`src/rtl/irom_loader_if.sv`:
```
// irom_loader_if: instruction-ROM write bus between the loader and the ROM.
//   rom_we    - one-cycle write strobe per 32-bit word
//   rom_addr  - word address, valid while rom_we=1
//   rom_wdata - instruction word, valid while rom_we=1
interface irom_loader_if #(parameter int ADDR_W = 10);
    logic              rom_we;
    logic [ADDR_W-1:0] rom_addr;
    logic [31:0]       rom_wdata;
    modport master (output rom_we, rom_addr, rom_wdata);
    modport slave  (input  rom_we, rom_addr, rom_wdata);
endinterface

```
`src/rtl/irom_loader.sv`:
```
// irom_loader: UART 8N1 boot loader that fills the instruction ROM, then releases the CPU.
//   clk       - sole clock
//   rst_n     - asynchronous active-low reset
//   uart_rx   - asynchronous serial input, idle high
//   rom       - ROM write bus (rom_we / rom_addr / rom_wdata)
//   cpu_rst_n - registered CPU reset, high only after a successful load
//   busy      - load in progress (header received, not yet DONE/ERROR)
//   err       - sticky error flag, cleared only by reset
module irom_loader #(
    parameter int CLK_DIV = 16,
    parameter int ADDR_W  = 10
) (
    input  logic           clk,
    input  logic           rst_n,
    input  logic           uart_rx,
    irom_loader_if.master  rom,
    output logic           cpu_rst_n,
    output logic           busy,
    output logic           err
);
    localparam logic [2:0] IDLE = 3'd0, HDR_LO = 3'd1, HDR_HI = 3'd2, WORD = 3'd3,
                           WRITE = 3'd4, DONE = 3'd5, ERROR = 3'd6;
    localparam logic [15:0] HALF = 16'(CLK_DIV / 2 - 1);
    localparam logic [15:0] FULL = 16'(CLK_DIV - 1);

    logic              s1_q, s2_q, s3_q;
    logic              rx_on_q, bv_q, ferr_q;
    logic [15:0]       tick_q;
    logic [3:0]        bit_q;
    logic [7:0]        sh_q;
    logic [2:0]        state_q, state_d;
    logic [15:0]       cnt_q, widx_q, hdr;
    logic [1:0]        bc_q;
    logic [23:0]       asm_q;
    logic              cpu_q;
    logic [ADDR_W-1:0] addr_q;
    logic [31:0]       wdata_q;

    // bit_q: 0 = start bit, 1..8 = data bits, 9 = stop bit
    always_ff @(posedge clk or negedge rst_n) begin
        if (!rst_n) begin
            s1_q    <= 1'b1;
            s2_q    <= 1'b1;
            s3_q    <= 1'b1;
            rx_on_q <= 1'b0;
            bv_q    <= 1'b0;
            ferr_q  <= 1'b0;
            tick_q  <= '0;
            bit_q   <= '0;
            sh_q    <= '0;
        end else begin
            s1_q   <= uart_rx;
            s2_q   <= s1_q;
            s3_q   <= s2_q;
            bv_q   <= 1'b0;
            ferr_q <= 1'b0;
            if (!rx_on_q) begin
                if (s3_q && !s2_q) begin
                    rx_on_q <= 1'b1;
                    tick_q  <= '0;
                    bit_q   <= '0;
                end
            end else if (tick_q == (bit_q == 4'd0 ? HALF : FULL)) begin
                tick_q <= '0;
                bit_q  <= bit_q + 4'd1;
                if (bit_q == 4'd0 && s2_q) rx_on_q <= 1'b0;
                else if (bit_q == 4'd9) begin
                    rx_on_q <= 1'b0;
                    bv_q    <= s2_q;
                    ferr_q  <= !s2_q;
                end else if (bit_q != 4'd0) sh_q <= {s2_q, sh_q[7:1]};
            end else tick_q <= tick_q + 16'd1;
        end
    end

    assign hdr = {sh_q, cnt_q[7:0]};

    always_comb begin
        state_d = state_q;
        case (state_q)
            IDLE, HDR_LO: state_d = bv_q ? HDR_HI : state_q;
            HDR_HI:       state_d = !bv_q ? state_q : hdr == 16'd0 ? DONE :
                                    {1'b0, hdr} > (17'd1 << ADDR_W) ? ERROR : WORD;
            WORD:         state_d = (bv_q && bc_q == 2'd3) ? WRITE : state_q;
            WRITE:        state_d = (widx_q + 16'd1 == cnt_q) ? DONE : WORD;
            default:      state_d = state_q;
        endcase
        if (ferr_q && state_q != DONE) state_d = ERROR;
    end

    always_ff @(posedge clk or negedge rst_n) begin
        if (!rst_n) begin
            state_q <= IDLE;
            cnt_q   <= '0;
            widx_q  <= '0;
            bc_q    <= '0;
            asm_q   <= '0;
            cpu_q   <= 1'b0;
            addr_q  <= '0;
            wdata_q <= '0;
        end else begin
            state_q <= state_d;
            cpu_q   <= state_d == DONE;
            if (bv_q && (state_q == IDLE || state_q == HDR_LO)) cnt_q[7:0] <= sh_q;
            if (bv_q && state_q == HDR_HI) cnt_q[15:8] <= sh_q;
            if (bv_q && state_q == WORD) begin
                bc_q <= bc_q + 2'd1;
                if (bc_q == 2'd3) begin
                    wdata_q <= {sh_q, asm_q};
                    addr_q  <= widx_q[ADDR_W-1:0];
                end else asm_q[{bc_q, 3'b000} +: 8] <= sh_q;
            end
            if (state_q == WRITE) widx_q <= widx_q + 16'd1;
        end
    end

    assign rom.rom_we    = state_q == WRITE;
    assign rom.rom_addr  = addr_q;
    assign rom.rom_wdata = wdata_q;
    assign cpu_rst_n     = cpu_q;
    assign busy          = state_q == HDR_HI || state_q == WORD || state_q == WRITE;
    assign err           = state_q == ERROR;
endmodule

```
`src/flat_wrapper.sv`:
```
// flat-port wrapper written by rule: the top's interface ports become plain ports
module irom_loader_flat 
#(
    parameter int CLK_DIV = 16,
    parameter int ADDR_W  = 10
)
  (clk, rst_n, uart_rx, cpu_rst_n, busy, err, rom_rom_we, rom_rom_addr, rom_rom_wdata);
  irom_loader_if #(.ADDR_W(ADDR_W)) rom_i ();
  input  logic clk;
  input  logic rst_n;
  input  logic uart_rx;
  output logic cpu_rst_n;
  output logic busy;
  output logic err;
  output wire logic [$bits(rom_i.rom_we)-1:0] rom_rom_we;
  output wire logic [$bits(rom_i.rom_addr)-1:0] rom_rom_addr;
  output wire logic [$bits(rom_i.rom_wdata)-1:0] rom_rom_wdata;
  assign rom_rom_we = rom_i.rom_we;
  assign rom_rom_addr = rom_i.rom_addr;
  assign rom_rom_wdata = rom_i.rom_wdata;
  irom_loader #(.CLK_DIV(CLK_DIV), .ADDR_W(ADDR_W)) u_core (.clk(clk), .rst_n(rst_n), .uart_rx(uart_rx), .rom(rom_i), .cpu_rst_n(cpu_rst_n), .busy(busy), .err(err));
endmodule
```
`config.mk`:
```
export PLATFORM = sky130hd
export DESIGN_NAME = irom_loader_flat
export DESIGN_NICKNAME = d
export VERILOG_FILES = /design/src/rtl/irom_loader_if.sv /design/src/rtl/irom_loader.sv /design/src/flat_wrapper.sv
export SDC_FILE = /design/constraint.sdc
export NUM_CORES = 1
export LEC_CHECK = 0
export CORE_MARGIN = 1.5
export CORE_UTILIZATION = 39
export CTS_BUF_LIST = sky130_fd_sc_hd__clkbuf_4
export CTS_CLUSTER_DIAMETER = 100
export DETAILED_ROUTE_END_ITERATION = 10
export PLACE_DENSITY = 0.61
export REMOVE_ABC_BUFFERS = 1
export SKIP_CTS_REPAIR_TIMING = 1
export SYNTH_ARGS = -nofsm -noshare
export SYNTH_HDL_FRONTEND = slang
export SYNTH_SLANG_ARGS = --single-unit
```
`constraint.sdc`:
```
create_clock -name clk -period 3 [get_ports clk]
set_input_delay 0.6 -clock clk [delete_from_list [all_inputs] [get_ports clk]]
set_output_delay 0.6 -clock clk [all_outputs]
set_load 0.1 [all_outputs]
```
==> metrics.md, run 1 <==
| Metric | Value |
|---|---|
| Status | complete, no violations |
| DIE WIDTH | 132 um |
| R2r startpoint | u_core.widx_q[0] |
| CTS tree | yes |
| Max Clock Freq | between 300 and 400 MHz |
| First-pass GRT wire length | between 20000 and 25000 um |
| FF-to-FF End | u_core.cpu_rst_n |
| Pwr Density | 512 nW/um^2 |
| Leak | about 3.4 nW |
| GPL Wtd Cong | 0.896 |
| Setup crit start kind | flop |
| Main flop type after synthesis | dfrtp_1 |
| Max IR drop VDD | approximately 360 uV |
| Post-DP HPWL | slightly below 9000 um |
| Synth warn | 0 |
| Core Box Area | roughly 16000 um^2 |
| Post-synthesis sequential area ratio | 0.533 |
| Die height | 132 um |
| CP Class | reg2out |
| Crit-path cells | nor3b_4, o21bai_1, buf_4 |
| Fin area | ~7400 um^2 |
| CTS root buffer | clkbuf_4 |
| CP Max Fanout | 11 |
| Ports | 49 |
| Critical Path AT | approximately 2200 ps |
| Detailed-route wire length | between 10000 and 15000 um |
| Nets | 664 |
| Hold Violations, Final | 0 |
| Worst setup path start | u_core.state_q[2] |
| 1st-pass router iterations | 4 |
| Netlist cell types | between 50 and 60 |
| Most frequent cells in the layout | 135 x dfrtp_1, 85 x nand2_1, 66 x mux2_2 |
| Most common cell after layout, fill and taps aside | dfrtp_1 |
| Clock Path Buffers | 2 |
| Final Skew | approximately 22 ps |
| Full die area | between 15000 and 20000 um^2 |
| WP data required | roughly 2400 ps |
| Worst path max stage delay | ~530 ps |
| H-tree depth | 4 |
| Clock latency at the later pin of the worst-skew pair | 550 ps |
| RSZ-0062 raised after global routing | no |
| DRC | 0 |
| Reg area | approximately 3500 um^2 |
| EDFF count, synth | 0 |
| Post-synthesis cell area | approximately 6500 um^2 |
| R2R setup slack | ~340 ps |
| Final Max Tran Viols | 0 |
| Worst-margin pin slew | 840 ps |
| Yosys reg bits | 138 |
| Cell count after synthesis | 603 |
| Detailed-route via count | 4556 |
| Initial core utilization | 0.404 |
| CP Capture Type | output pin |
| Initial antenna violation count | 1 |
| Setup violators final | 0 |
| Hold WC Path Type | in2async |
| Synth-to-layout area growth | 14.6% |
| Slew HR | 0.439 |
| Tcrit/Tclk final | 0.922 |
| Vias per cell | 5.17 |
| Antenna Nets Post-Route | 0 |
| Layout cells sized above 1 | 0.262 |
| Post-layout util | 0.463 |
| MaxCap Viol Count | 0 |
| I/O Buffers | 48 |
| CP max-delay cell | dfrtp_1 |
| Initial drt markers | 191 |
| Multi-input logic area | between 2000 and 3000 um^2 |
| Wirelength per Cell | between 10 and 15 um |
| Clock net sink count | 138 |
| Pin count of the biggest net entering global routing | 64 |
| Crit path capture | busy |
| Fill count | between 1000 and 1500 |
| Minimum clock period | between 2000 and 3000 ps |
| Num rows | 46 |
| Total GRT Usage | 0.158 |
| Worst reg2reg path depth | 8 |
| FFs w/ async S/R, synth | 1.00 |
| Syn avg cell area | 10.8 um^2 |
| CTS buffer count | 17 |
| Clock transition at path regs | around 140 ps |
| Global route overflow | 0 |
| Vias in the first global route | 4455 |
| Dpl cell area | 7110 um^2 |
power breakdown:
| part | switching, mW | total, mW | internal (mW) |
|---|---|---|---|
| registers | 0.116 | 2.05 | 1.93 |
| logic | 0.255 | 0.431 | 0.176 |
| clock network | 0.735 | 1.33 | 0.596 |
| total | 1.11 | 3.81 | 2.70 |
cell families (layout without fill, tap and decap cells):
| logic type | after synthesis | after routing | synth area share |
|---|---|---|---|
| adders and majority gates | 11 | 11 | 0.0208 |
| other | 0 | 1 | 0 |
| xor gates and xnor gates | 39 | 39 | 0.0527 |
| and+or+nand+nor | 201 | 201 | 0.156 |
| DFF | 138 | 138 | 0.533 |
| AOI/OAI and AO/OA | 95 | 95 | 0.0856 |
| buffers and inverters | 48 | 109 | 0.0297 |
| muxes | 71 | 71 | 0.122 |
metrics by stage:
step | TNS, ps | power, mW | hold slack, ps | instances | setup slack, ps
4_1_cts | 0 | 3.86 | -10.4 | 880 | 188
5_1_grt | 0 | 4.03 | 0.948 | 881 | 38.2
2_1_floorplan | -455 | 2.34 | 304 | 571 | -419
3_5_place_dp | 0 | 2.52 | 358 | 848 | 269
6_report | 0 | 3.81 | 6.57 | 881 | 234
3_3_place_gp | 0 | 2.49 | 351 | 848 | 374
area by class of cell:
type,instances,share of cell area
antenna,1,0.000337
clock inverter,15,0.0256
timing repair buffer,61,0.0641
clock buffer,17,0.0172
tap,216,0.0364
inverter,16,0.00808
multi-input combinational,417,0.383
sequential,138,0.465
state kept, by name, summed over array words and instances, names as in the netlist:
name,count
u_core.asm_q,24
u_core.bc_q,2
u_core.bit_q,4
u_core.bv_q,1
u_core.cnt_q,16
u_core.cpu_rst_n,1
u_core.ferr_q,1
u_core.rom.rom_addr,10
u_core.rom.rom_wdata,32
u_core.rx_on_q,1
u_core.s1_q,1
u_core.s2_q,1
u_core.s3_q,1
u_core.sh_q,8
u_core.state_q,3
u_core.tick_q,16
u_core.widx_q,16
layer usage:
metal  wire length [um]  up-vias  global-route usage
met2               6030       87               0.249
li1                   -     2217                   -
met3                457       20              0.0361
met4                262        0              0.0642
met5                  0        -                   0
met1               6090     2232               0.212
worst max-delay path, delay by kind of cell (launching register included):
family / cells / cell delay, ps
flip-flops: 1 / 530
AND/OR/NAND/NOR: 1 / 530
buffers and inverters: 1 / 340
AO/OA/AOI/OAI: 1 / 230
worst min path at each step:
stage                     start                      end  cells past startpoint
floorplan                 rst_n          u_core.asm_q[0]                      0
global placement    u_core.s1_q              u_core.s2_q                      0
detailed placement  u_core.s1_q              u_core.s2_q                      0
CTS                       rst_n  u_core.rom.rom_wdata[4]                      1
global route              rst_n  u_core.rom.rom_wdata[3]                      1
finish                    rst_n  u_core.rom.rom_wdata[6]                      1
Yosys cell counts (all sizes together) (4+ instances only):
cell / count / share of area
nand2b: 8 / 0.0077
mux2: 66 / 0.11
nor2: 26 / 0.016
nand2: 86 / 0.050
nor3: 10 / 0.0077
dfrtp: 135 / 0.52
buf: 10 / 0.0077
nor3b: 7 / 0.0098
nand4: 12 / 0.012
xnor2: 24 / 0.032
o31ai: 4 / 0.0046
nor4: 14 / 0.015
xor2: 15 / 0.020
ha: 10 / 0.019
mux2i: 5 / 0.0077
inv: 16 / 0.0093
and3: 6 / 0.0058
o21ai: 63 / 0.049
nand3: 15 / 0.012
a21oi: 8 / 0.0067
clkbuf: 22 / 0.013
(Power assumes the default switching activity.)
==> inputs of run 2 (changes only) <==
- CTS_CLUSTER_DIAMETER: 100 -> 150
- MAX_ROUTING_LAYER: default -> met4
==> run 2 against run 1 <==
  * Core utilization fell by 0.49 points
  * Sequential share of layout area increased by 0.52 points
  * First-iteration DRC count grew 35%
  * Via count is 0.46% higher
  * Largest cell class unchanged
  * Die area unchanged
  * Setup slack better by 42 ps
  * Fmax grew 1.5%
  * Clock power fell by 20%
  * Highest routed layer unchanged
  * Critical path type unchanged
  * Global-route usage increased by 0.80 points
  * Largest power group unchanged
==> metrics.md, run 2 (synthesized netlist as in run 1, its figures left out) <==
| Metric | Value |
|---|---|
| Crit path capture | busy |
| Wirelength per Cell | around 15 um |
| Crit-path cells | nor3b_4, o21bai_1, buf_4 |
| Clock latency at the later pin of the worst-skew pair | 520 ps |
| Multi-input logic area | 2850 um^2 |
| Final Max Tran Viols | 0 |
| Antenna Nets Post-Route | 0 |
| CP max-delay cell | dfrtp_1 |
| CTS buffer count | 17 |
| Synth-to-layout area growth | 13.4% |
| CP Capture Type | output pin |
| Max reg flops | 32 |
| Layout cells sized above 1 | 0.256 |
| Core Box Area | about 16000 um^2 |
| Worst reg2reg path depth | 8 |
| Met3 WL | between 400 and 500 um |
| Reg area | 3460 um^2 |
| Pwr Density | between 400 and 500 nW/um^2 |
| H-tree depth | 4 |
| Tcrit/Tclk final | 0.908 |
| Setup WS pre-CTS | 259 ps |
| CP Max Fanout | 11 |
| Minimum clock period | between 2000 and 3000 ps |
| Initial drt markers | between 200 and 300 |
| Sw Pwr | around 1.0 mW |
| Detailed-route via count | between 4000 and 5000 |
| DIE WIDTH | 132 um |
| MaxCap Viol Count | 0 |
| R2R setup slack | a little under 300 ps |
| Total GRT Usage | 0.166 |
| Global route overflow | 0 |
| Inst Count DP | about 850 |
| Vias in the first global route | around 4600 |
| Final cell count without fillers | 882 |
| Ports | 49 |
| Post-DP HPWL | 9030 um |
| CTS root buffer | clkbuf_4 |
| DRC | 0 |
| Setup violators final | 0 |
| Gate power share | 0.120 |
| Most frequent cells in the layout | 134 x dfrtp_1, 85 x nand2_1, 66 x mux2_2 |
| Vias per cell | ~5.2 |
| Clock power share | 0.301 |
| Most common cell after layout, fill and taps aside | dfrtp_1 |
| Die height | between 100 and 150 um |
| FF-to-FF End | u_core.cpu_rst_n |
| Initial antenna violation count | 1 |
| Met2 WL | 6390 um |
| CP Class | reg2out |
| Routed met1 length | ~6300 um |
| Final Skew | 15.9 ps |
| Max IR drop VDD | roughly 270 uV |
| Pin count of the biggest net entering global routing | 56 |
| Full die area | 17400 um^2 |
| Critical Path AT | approximately 2100 ps |
| First-pass GRT wire length | 22800 um |
| Post-route worst setup slack | about 280 ps |
| Hold Violations, Final | 0 |
| Clock Path Buffers | 2 |
| Status | complete, no violations |
| Fill count | about 1500 |
| Post-layout util | 0.458 |
| R2r startpoint | u_core.widx_q[1] |
| Seq pwr share | 0.579 |
| P_int | ~2.5 mW |
| I/O Buffers | 48 |
| Worst setup path start | u_core.state_q[2] |
| WP data required | 2400 ps |
| Initial core utilization | 0.404 |
| Sw Share | 0.295 |
| Num rows | 46 |
| Worst path max stage delay | roughly 560 ps |
| Uppermost layer routed | met4 |
| Leak | 3.37 nW |
| Hold_ws | about 360 ps |
| GPL Wtd Cong | about 0.9 |
| Clock net sink count | 138 |
| Max Clock Freq | roughly 370 MHz |
| Clock transition at path regs | ~120 ps |
| Worst-margin pin slew | ~850 ps |
| Detailed-route wire length | about 13000 um |
| 1st-pass router iterations | 5 |
| Slew HR | 0.430 |
| Setup crit start kind | flop |
| Hold WC Path Type | reg2reg |
| CTS tree | yes |
| Nets | roughly 670 |
| RSZ-0062 raised after global routing | no |
## run 2: cell types whose count changed in the layout (fill, tap and decap cells not counted), sizes merged
cell	change
buf	+1
bufinv	-2
clkinv	+3
inv	-4
clkinvlp	+2
dlygate4sd3	+1
## run 2: stage by stage
stage	cell area [um^2]	TNS, ps	total power [mW]
6_report	7350	0	3.54
5_1_grt	7350	0	3.75
4_1_cts	7340	0	3.60
3_5_place_dp	7110	0	2.51
3_3_place_gp	7110	0	2.49
2_1_floorplan	6350	-455	2.34
## run 2: layout make-up
type	instances	area share
Timing Repair Buffer	63	0.0655
Clock inverter	14	0.0146
Inverter	16	0.00817
Multi-Input combinational cell	417	0.387
Antenna cell	1	0.000340
Sequential cell	138	0.470
Clock buffer	17	0.0174
Tap cell	216	0.0367
## run 2: worst min path at each step
stage | start | end | slack (ps) | cells past startpoint
after floorplan | rst_n | u_core.asm_q[0] | 300 | 0
after global placement | u_core.s1_q | u_core.s2_q | 350 | 0
after detailed placement | u_core.s1_q | u_core.s2_q | 350 | 0
after CTS | rst_n | u_core.rom.rom_wdata[6] | -20 | 1
after global routing | u_core.s1_q | u_core.s2_q | 370 | 0
final | u_core.s1_q | u_core.s2_q | 360 | 0
## run 2: worst max-delay path: cells and delay by family, from the launching register on
family,cells,cell delay [ps]
and+or+nand+nor,1,480
DFF,1,560
AOI/OAI and AO/OA,1,220
buffers and inverters,1,340
## run 2: layer usage
layer  vias to the layer above  track usage
li1                       2212            -
met1                      2272        0.213
met2                        85        0.261
met3                         8       0.0431
met4                         0       0.0475
met5                         -            -
## run 2: power by group through the flow
stage | clock, mW | sequential [mW] | combinational, mW
6_report | 1.07 | 2.05 | 0.425
2_1_floorplan | 0 | 2.04 | 0.306
3_5_place_dp | 0 | 2.08 | 0.432
4_1_cts | 1.12 | 2.05 | 0.433
3_3_place_gp | 0 | 2.08 | 0.407
5_1_grt | 1.20 | 2.06 | 0.492
==> inputs of run 3 (changes only) <==
- RECOVER_POWER: default -> 25
- clock period: 3 -> 2.7 ns (I/O delays scaled with it)
==> run 3 against run 2 <==
  * Critical path depth unchanged
  * Clock skew decreased by 4.4 ps
  * Die area unchanged
  * Highest routed layer unchanged
  * Sequential power grew 11%
  * Power rose by 11%
  * Setup slack worse by 87 ps
  * Core utilization increased by 0.82 points
  * Sequential share of layout area fell by 0.84 points
  * Routed wire length grew 1.2%
  * Cell area grew 1.8%
  * Cell count up 1.2%
  * Count of clock-buffer cells in the layout is the same
==> metrics.md, run 3 (synthesized netlist as in run 1, its figures left out) <==
| Metric | Value |
|---|---|
| Status | complete, no violations |
| Final Skew | roughly 11 ps |
| Setup crit start kind | flop |
| Max Clock Freq | around 400 MHz |
| Wirelength per Cell | approximately 15 um |
| Fin area | between 7000 and 8000 um^2 |
| CTS buffer count | 17 |
| Final setup TNS | 0 ps |
| CP Max Fanout | 9 |
| Detailed-route wire length | 13400 um |
| DRC | 0 |
| Sw Pwr | 1.16 mW |
| RSZ-0062 raised after global routing | no |
| Tcrit/Tclk final | 0.930 |
| CTS tree | yes |
| Sw Share | 0.296 |
| Power Total | just under 4 mW |
| Vias in the first global route | between 4000 and 5000 |
| Post-DP HPWL | just over 9000 um |
| Most common cell after layout, fill and taps aside | dfrtp_1 |
| Leak | between 3 and 4 nW |
| First-pass GRT wire length | around 23000 um |
| Inst Count DP | about 860 |
| Total GRT Usage | 0.169 |
| H-tree depth | 4 |
| Nets | 677 |
| Max IR drop VDD | between 300 and 400 uV |
| Clock power share | 0.300 |
| Initial core utilization | 0.404 |
| MaxCap Viol Count | 0 |
| Pin count of the biggest net entering global routing | between 50 and 60 |
| Ports | 49 |
| Layout cells sized above 1 | 0.266 |
| Full die area | ~17000 um^2 |
| GPL Wtd Cong | approximately 0.85 |
| CP Class | reg2out |
| Max reg flops | 32 |
| Synth-to-layout area growth | 15.4% |
| Most frequent cells in the layout | 135 x dfrtp_1, 85 x nand2_1, 66 x mux2_2, 66 x buf_4, 62 x o21ai_0 |
| Gate power share | 0.121 |
| I/O Buffers | between 40 and 50 |
| Pwr Density | between 500 and 600 nW/um^2 |
| Vias per cell | around 5.2 |
| P_int | about 2.8 mW |
| Hold Violations, Final | 0 |
| Slew HR | 0.0915 |
| Worst reg2reg path depth | 8 |
| Detailed-route via count | about 4600 |
| WP data required | about 2200 ps |
| DIE WIDTH | roughly 130 um |
| Critical Path AT | 1970 ps |
| Dpl cell area | 7220 um^2 |
| Final cell count without fillers | just under 900 |
| Clock Path Buffers | 2 |
| Die height | between 100 and 150 um |
| Fill count | ~1500 |
| Minimum clock period | around 2500 ps |
| CTS root buffer | clkbuf_4 |
| Clock latency at the later pin of the worst-skew pair | around 540 ps |
| Global route overflow | 0 |
| Initial antenna violation count | 1 |
| Hold-critical path depth | 0 |
| Hold WC Path Type | reg2reg |
| CP Capture Type | output pin |
| Seq pwr share | 0.579 |
| Post-layout util | 0.466 |
| Setup violators final | 0 |
| Clock transition at path regs | around 110 ps |
| 1st-pass router iterations | 4 |
| Final Max Tran Viols | 0 |
| Num rows | 46 |
| Worst-margin pin slew | 1360 ps |
| Initial drt markers | 200 |
| Antenna Nets Post-Route | 0 |
| Core Box Area | roughly 16000 um^2 |
| Clock net sink count | ~140 |
## run 3: cell count changes in the layout (fill, tap and decap cells not counted), sizes merged
| cell | previous run | this run |
|---|---|---|
| buf | 61 | 70 |
| clkbuf | 17 | 19 |
| clkdlybuf4s50 | 1 | 0 |
| clkinvlp | 4 | 5 |
| dlygate4sd3 | 1 | 2 |
| inv | 17 | 16 |
## run 3: cell type report
type | count | area [um^2] | share of cell area
flip-flops and latches | 138 | 3460 | 0.462
inverters | 16 | 60.1 | 0.00802
diodes | 1 | 2.50 | 0.000334
multi-input cells | 417 | 2860 | 0.381
well taps | 216 | 270 | 0.0361
clock inverters | 14 | 109 | 0.0145
clock buffers | 17 | 128 | 0.0170
repair buffers | 74 | 604 | 0.0807
## run 3: final timing paths
kind | startpoint | slack, ps | to
setup / recovery | u_core.state_q[1] | 190 | err
hold / removal | u_core.s1_q | 370 | u_core.s2_q
setup reg to reg | u_core.widx_q[1] | 270 | u_core.cpu_rst_n
hold reg to reg | u_core.s1_q | 370 | u_core.s2_q
max in group asynchronous | rst_n | 780 | u_core.asm_q[12]
min in group asynchronous | rst_n | 830 | u_core.rom.rom_wdata[1]
## run 3: critical path, stage by stage, from the launching register on
cell and delay, ps:
dfrtp_1 540, inv_1 180, nor3b_1 350, buf_4 360
## run 3: metal layers
layer  up-vias  GRT usage  share of wire
met1      2284      0.219           0.48
li1       2231          -              -
met2        78      0.265           0.48
met3        13     0.0396          0.033
met5         -          -              0
met4         0     0.0463          0.011
## run 3: metrics by stage
stage | worst slack, ps | hold slack (ps)
finish | 189 | 370
global placement | 301 | 350
detailed placement | 244 | 350
floorplan | -659 | 244
global route | 49.8 | 380
CTS | 92.5 | -99.8
## run 3: power by group through the flow
stage               logic [mW]  registers (mW)  clock network (mW)
floorplan                0.340            2.27                   0
global placement         0.461            2.31                   0
detailed placement       0.480            2.32                   0
CTS                      0.483            2.28                1.24
global route             0.558            2.29                1.31
finish                   0.477            2.28                1.18
